==> src/rtl/arbiter_access_mc.sv <==
// rtl/arbiter_access_mc.sv - multi-channel round-robin front end for the buffer read/write arbiters
//
// Purpose:
//   Picks one of N_CH client commands round-robin, forwards it as a read or
//   write request to the matching buffer arbiter, holds the request until it
//   is granted or times out, and reports completion with channel, direction
//   and error status.
//
// Ports:
//   clk, rst                 clock, synchronous active-high reset
//   ch_valid_i / ch_ready_o  per-channel command handshake (ready one-hot or zero)
//   ch_rd_or_wr_i            per-channel direction, 1 = read
//   ch_addr_i                per-channel address, ch i at [i*ADDR_WIDTH +: ADDR_WIDTH]
//   arbiter_read_*           read arbiter request/grant and source address
//   arbiter_write_*          write arbiter request/grant and destination address
//   done_*_o                 one-cycle completion report
//   busy_o                   high whenever a transaction is in flight
module arbiter_access_mc #(
  parameter int N_CH           = 4,
  parameter int ADDR_WIDTH     = 10,
  parameter int TIMEOUT_CYCLES = 64,
  localparam int CH_W          = $clog2(N_CH)
) (
  input  logic                       clk,
  input  logic                       rst,
  input  logic [N_CH-1:0]            ch_valid_i,
  output logic [N_CH-1:0]            ch_ready_o,
  input  logic [N_CH-1:0]            ch_rd_or_wr_i,
  input  logic [N_CH*ADDR_WIDTH-1:0] ch_addr_i,
  input  logic                       arbiter_read_gnt,
  output logic                       arbiter_read_req,
  output logic [ADDR_WIDTH-1:0]      arbiter_src_addr,
  input  logic                       arbiter_write_gnt,
  output logic                       arbiter_write_req,
  output logic [ADDR_WIDTH-1:0]      arbiter_dst_addr,
  output logic                       done_valid_o,
  output logic [CH_W-1:0]            done_ch_o,
  output logic                       done_is_read_o,
  output logic                       done_err_o,
  output logic                       busy_o
);

  localparam int CNT_W = (TIMEOUT_CYCLES > 1) ? $clog2(TIMEOUT_CYCLES) : 1;

  typedef enum logic [1:0] {
    IDLE      = 2'd0,
    READ_REQ  = 2'd1,
    WRITE_REQ = 2'd2,
    DONE      = 2'd3
  } state_t;

  state_t                state_q, state_n;
  logic [CH_W-1:0]       rr_ptr_q;
  logic [CNT_W-1:0]      cnt_q, cnt_n;
  logic                  err_q, err_n;
  logic [CH_W-1:0]       ch_q;
  logic [ADDR_WIDTH-1:0] addr_q;
  logic                  dir_q;

  logic                  win_found;
  logic [CH_W-1:0]       win_idx;
  logic [ADDR_WIDTH-1:0] win_addr;
  logic                  win_dir;
  logic                  accept;
  logic                  gnt_active;
  logic                  timeout_hit;

  // Circular scan from rr_ptr. Walking the offsets downwards lets the
  // smallest offset with a valid request overwrite any larger one.
  always_comb begin
    win_found = 1'b0;
    win_idx   = '0;
    for (int k = N_CH - 1; k >= 0; k--) begin
      int idx;
      idx = int'(rr_ptr_q) + k;
      if (idx >= N_CH) idx = idx - N_CH;
      if (ch_valid_i[idx]) begin
        win_found = 1'b1;
        win_idx   = CH_W'(idx);
      end
    end
  end

  assign win_addr = ch_addr_i[win_idx*ADDR_WIDTH +: ADDR_WIDTH];
  assign win_dir  = ch_rd_or_wr_i[win_idx];
  assign accept   = (state_q == IDLE) && win_found;

  // Ready is the only combinational output; it is masked during reset so the
  // block shows all-zero outputs while rst is held.
  assign ch_ready_o = (accept && !rst) ? (N_CH'(1) << win_idx) : '0;

  // Only the grant matching the current request direction is observed.
  assign gnt_active  = (state_q == READ_REQ)  ? arbiter_read_gnt  :
                       (state_q == WRITE_REQ) ? arbiter_write_gnt : 1'b0;
  assign timeout_hit = (TIMEOUT_CYCLES > 0) && (cnt_q == CNT_W'(TIMEOUT_CYCLES - 1));

  always_comb begin
    state_n = state_q;
    cnt_n   = cnt_q;
    err_n   = err_q;
    case (state_q)
      IDLE: begin
        if (win_found) begin
          state_n = win_dir ? READ_REQ : WRITE_REQ;
          cnt_n   = '0;
          err_n   = 1'b0;
        end
      end
      READ_REQ, WRITE_REQ: begin
        if (gnt_active) begin
          state_n = DONE;
          err_n   = 1'b0;
        end else if (timeout_hit) begin
          state_n = DONE;
          err_n   = 1'b1;
        end else begin
          cnt_n = cnt_q + CNT_W'(1);
        end
      end
      DONE: begin
        state_n = IDLE;
      end
      default: begin
        state_n = IDLE;
      end
    endcase
  end

  always_ff @(posedge clk) begin
    if (rst) begin
      state_q  <= IDLE;
      rr_ptr_q <= '0;
      cnt_q    <= '0;
      err_q    <= 1'b0;
      ch_q     <= '0;
      addr_q   <= '0;
      dir_q    <= 1'b0;
    end else begin
      state_q <= state_n;
      cnt_q   <= cnt_n;
      err_q   <= err_n;
      if (accept) begin
        ch_q     <= win_idx;
        addr_q   <= win_addr;
        dir_q    <= win_dir;
        rr_ptr_q <= (win_idx == CH_W'(N_CH - 1)) ? '0 : win_idx + CH_W'(1);
      end
    end
  end

  assign arbiter_read_req  = (state_q == READ_REQ);
  assign arbiter_write_req = (state_q == WRITE_REQ);
  assign arbiter_src_addr  = arbiter_read_req  ? addr_q : '0;
  assign arbiter_dst_addr  = arbiter_write_req ? addr_q : '0;

  assign done_valid_o   = (state_q == DONE);
  assign done_ch_o      = done_valid_o ? ch_q  : '0;
  assign done_is_read_o = done_valid_o ? dir_q : 1'b0;
  assign done_err_o     = done_valid_o ? err_q : 1'b0;
  assign busy_o         = (state_q != IDLE);

endmodule

==> config.mk <==
export PLATFORM = sky130hd
export DESIGN_NAME = arbiter_access_mc
export DESIGN_NICKNAME = d
export VERILOG_FILES = /design/src/rtl/arbiter_access_mc.sv
export SDC_FILE = /design/constraint.sdc
export NUM_CORES = 1
export LEC_CHECK = 0
export BUFFER_PORTS_ARGS = -buffer_cell sky130_fd_sc_hd__buf_2
export CORE_MARGIN = 4
export CORE_UTILIZATION = 43
export CTS_CLUSTER_DIAMETER = 40
export DETAILED_ROUTE_END_ITERATION = 10
export PLACE_DENSITY = 0.73
export SYNTH_ARGS = -nofsm -noshare
export SYNTH_HDL_FRONTEND = slang
export SYNTH_SLANG_ARGS = --single-unit
==> constraint.sdc <==
create_clock -name clk -period 4.8 [get_ports clk]
set_input_delay 1.2 -clock clk [delete_from_list [all_inputs] [get_ports clk]]
set_output_delay 1.2 -clock clk [all_outputs]
set_load 0.02 [all_outputs]
# Word-level counts from Yosys, hierarchy flattened
# Cells that the tools add are included.
# totals
register_bits	24
latchBits	0
mem_bits_rw	0
mem_bits_ro	0
inputBits	52
output_inout_bits	32
n_memories	0
# op_classes
add_sub_neg	9
n_mul	1
n_div	0
n_lt_le_gt_ge	9
eq_ne	9
shifts	2
muxes	48
bitwise_logic	0
reduce_logical	10
# op_table
cell	count
32-bit by 4-bit < comparator with 1-bit output, second input constant	4
32-bit 2-to-1 mux	4
40-bit by 7-bit variable part select with 10-bit output	1
1-bit 2-to-1 mux	20
10-bit 2-to-1 mux	2
2-bit 2-to-1 mux	10
6-bit 2-to-1 mux	3
6-bit one-hot mux with 2 select lines	1
3-bit by 3-bit subtractor with 4-bit output, second input constant	3
1-bit binary-select mux with 2-bit select	5
3-bit greater-or-equal comparator, second input constant	3
2-bit by 2-bit adder with 3-bit output, second input constant	2
6-bit by 1-bit adder with 6-bit output, second input constant	1
2-bit equality test, second input constant	3
6-bit equality test, second input constant	1
2-bit inequality test, second input constant	3
2-bit one-hot mux with 3 select lines	1
2-bit by 3-bit multiplier with 5-bit output, second input constant	1
4-bit 2-to-1 mux	1
4-bit AND reduction	1
2-bit nonzero test	2
1-bit by 2-bit left shift with 4-bit output, first input constant	1
2-bit by 3-bit subtractor with 4-bit output, second input constant	1
2-bit by 1-bit adder with 3-bit output, second input constant	1
other kinds (12)	13

# Depth between registers and ports, before layout
# depth
word_depth	15
mapped_depth	9
ltp_nobuf	8

# Least setup slack after synthesis
# No wires, ideal clock.
# synth_path
kind	input to output
startpoint	in ch_valid_i[0]
endpoint	out ch_ready_o[0]
arrival_time_ps	2304
setup_slack_ps	1296
cell_stages	6
path_buffers	1
path_cell_list	a21oi_1 -> a2bb2oi_4 -> buf_6 -> inv_1 -> ha_1 -> and2_1
# synth_between
word_cells_on_any_way	24
cone_classes	shift: 1; mux: 21; reduce/logical: 2
# synth_lines
element	line_no	source
start: declaration	26	input logic [N_CH-1:0] ch_valid_i,
1-bit binary-select mux with 2-bit select	77	if (ch_valid_i[idx]) begin
1-bit 2-to-1 mux (implied by the code) (2 in a row)	77	
2-bit 2-to-1 mux (3 in a row)	77	
2-bit 2-to-1 mux (*)	77	
net win_idx[1]	61	logic [CH_W-1:0] win_idx;
1-bit by 2-bit left shift with 4-bit output (*)	90	assign ch_ready_o = (accept && !rst) ? (N_CH'(1) << win_idx) : '0;
4-bit 2-to-1 mux (*)	90	
end: declaration	27	output logic [N_CH-1:0] ch_ready_o,
# The timed path passes the listed nets; every way through them passes the cells marked *. The select of a mux whose other input is x is not followed.

# Worst setup path in the final report
# layout_path
startpoint	in ch_valid_i[0]
endpoint	out ch_ready_o[2]
# layout_between
elab_chain_len	10
word_cells_on_any_way	24
cone_classes	shift: 1; mux: 21; reduce/logical: 2
# layout_lines
element	line_no	source
1-bit binary-select mux with 2-bit select	77	
1-bit 2-to-1 mux (implied by the code) (2 in a row)	77	
1-bit 2-to-1 mux (4 in a row)	77	
1-bit logical AND	86	assign accept = (state_q == IDLE) && win_found;
1-bit logical AND	90	
4-bit 2-to-1 mux (*)	90	
# Mark *: on every way between the ends. The rest lies on a longest branch, timed or not. The select of a mux whose other input is x is not followed.

==> qor.csv <==
metric;value;unit
drc;0;
synthDistinctLibCells;38;
avgRoutedWirePerCell;13.4;um
hold_class;flop to flop;
synth_edf_count;0;
synth_top_area_frac;0.279;
setup_slack;0.996;ns
grt_max_degree;24;
fp.dieArea;5080;sq um
netlist_instances;193;
cp_max_fo;23;
min_period;3.80;ns
crit_path_end_kind;output pin;
async_reset_ff_frac;0;
dpl_cell_area;2140;sq um
ys_seq_area_frac;0.279;
drive_gt1_frac;0.356;
htreeDepth;1;
n_fill_cell;362;
p_total;994;uW
ant_nets;0;
core;3770;sq um
cts-buffers-inserted;3;
netlist_top_cells_area;dfxtp_1, mux2i_1, and2_1;
portBuffers;83;
initialDrtViolationCount;42;
grt_pass1_wl;7070;um
synth_nets;254;
crit_type;primary input to output pin;
viasPerCell;5.13;
path_clk_slew;0.08;ns
fin_tns_setup;0;ns
yosysWarnings;0;
gp_congestion;0.751;
fin_area;2180;sq um
ys_ff_latch;24;
yosysTopAreaCell;dfxtp_1;
grt_usage;0.168;
drt_wl_total;4260;um
drv_slew;0;
tritoncts;done;
tightest_slew;0.405;ns
cts_buffer_depth;2;
vdd_drop_max;0.180;mV
gr-total-overflow;0;
initial_core_util;0.457;
rsz0062_at_grt;no;
synthFlopType;dfxtp_1;
cts_setup_buffers;0;
cp_data_required_time;3.60;ns
nets;333;
rows;22;
min_period_over_period;0.793;
drt_first_pass_iters;4;
floorplan.die.width;71.3;um
antenna_found_initial;0;
syn-cell-area;1720;sq um
power_leakage;0.00105;uW
post-synth-top-count-cell;and2_1;
drv_cap;0;
outcome;completed;
die_h;71.3;um
layout.area.seq;480;sq um
startpoint_type;primary input;
synth.avg_cell_area;8.93;sq um
clock_sinks;24;
finalSetupViolations;0;
relSlewSlack;0.729;
max_freq;263;MHz
hold_viol;0;
finClkSkew;0.00491;ns
critPathArrivalTime;2.60;ns
dpl.hpwl;3280;um
p_per_area;456;nW/um^2
cts_hold_buf;0;
vias;1630;
post-place-ws;0.997;ns
grt_pass1_vias;1535;
multi_input_area;1150;sq um
synth_common_cells;and2_1, dfxtp_1, mux2i_1, a21oi_1;
ctsResizeCount;0;
n_antenna_cell;0;
cts-root-buf;clkbuf_8;
ioPinCount;84;
clock_latency;0.26;ns
area_delta_synth_final;26.7;%
through the flow:
step           instances  hold slack, ns  utilization
2_1_floorplan        193           0.432            -
3_3_place_gp         315           0.443        0.568
3_5_place_dp         315           0.447        0.568
4_1_cts              318           0.464        0.579
5_1_grt              318           0.495        0.579
6_report             318           0.463        0.579
kinds of logic after synthesis:
family	Yosys count	share of synthesized area
AND/OR/NAND/NOR	78	0.287
AO/OA/AOI/OAI	40	0.171
multiplexers	24	0.139
flip-flops	24	0.279
buffers and inverters	17	0.0530
adder cells (fa/ha/maj)	9	0.0654
XOR/XNOR	1	0.00508
metal layers:
layer / share of wire / global-route usage / up-vias
met2: 0.45 / 0.276 / 50
met1: 0.46 / 0.216 / 726
li1: - / - / 848
met4: 0.016 / 0.0459 / 0
met3: 0.076 / 0.0449 / 6
met5: 0 / 0 / -
layout make-up:
class                           count  area share
Sequential cell                    24       0.220
Timing Repair Buffer               84       0.194
Multi-Input combinational cell    152       0.528
Inverter                            7      0.0120
Clock buffer                        3      0.0189
Tap cell                           48      0.0275
critical path, cell delays in order:
cell,delay (ns)
buf_2,0.13
a21oi_1,0.24
a2bb2oi_4,0.20
buf_4,0.37
ha_1,0.20
and2_1,0.10
buf_2,0.15
path summary, 6_finish.rpt:
path	start	end	cells after the start	slack, ns
worst min-delay path	ch_q[1]$_SDFFE_PP0P_	ch_q[1]$_SDFFE_PP0P_	2	0.46
worst max register to register	state_q[0]$_SDFFE_PP0P_	cnt_q[5]$_SDFFE_PP0P_	8	2.73
worst max-delay path	ch_valid_i[0]	ch_ready_o[2]	7	1.0
worst min register to register	ch_q[1]$_SDFFE_PP0P_	ch_q[1]$_SDFFE_PP0P_	2	0.46
where the power goes:
group          switching [uW]  internal, uW  total (uW)
clock network            60.2          56.0         116
logic                     346           225         571
registers                44.2           262         306
total                     451           543         994
sequential cells by signal, indices dropped and copies added, names as in the netlist:
signal and count:
addr_q 10, cnt_q 6, ch_q 2, rr_ptr_q 2, state_q 2, dir_q 1
err_q 1
placed cells by master (no fill, tap or decap), types with 2 or more instances in the layout:
cell	count
buf_2	83
and2_1	29
mux2i_1	24
dfxtp_1	24
a21oi_1	14
nand2_1	12
nand3b_1	12
o221ai_1	11
ha_1	9
nor2_1	8
inv_1	7
o21ai_0	5
nand3_1	3
or3_1	3
clkbuf_8	3
nand2_4	2
No activity file was read; power rests on OpenSTA's default activity.
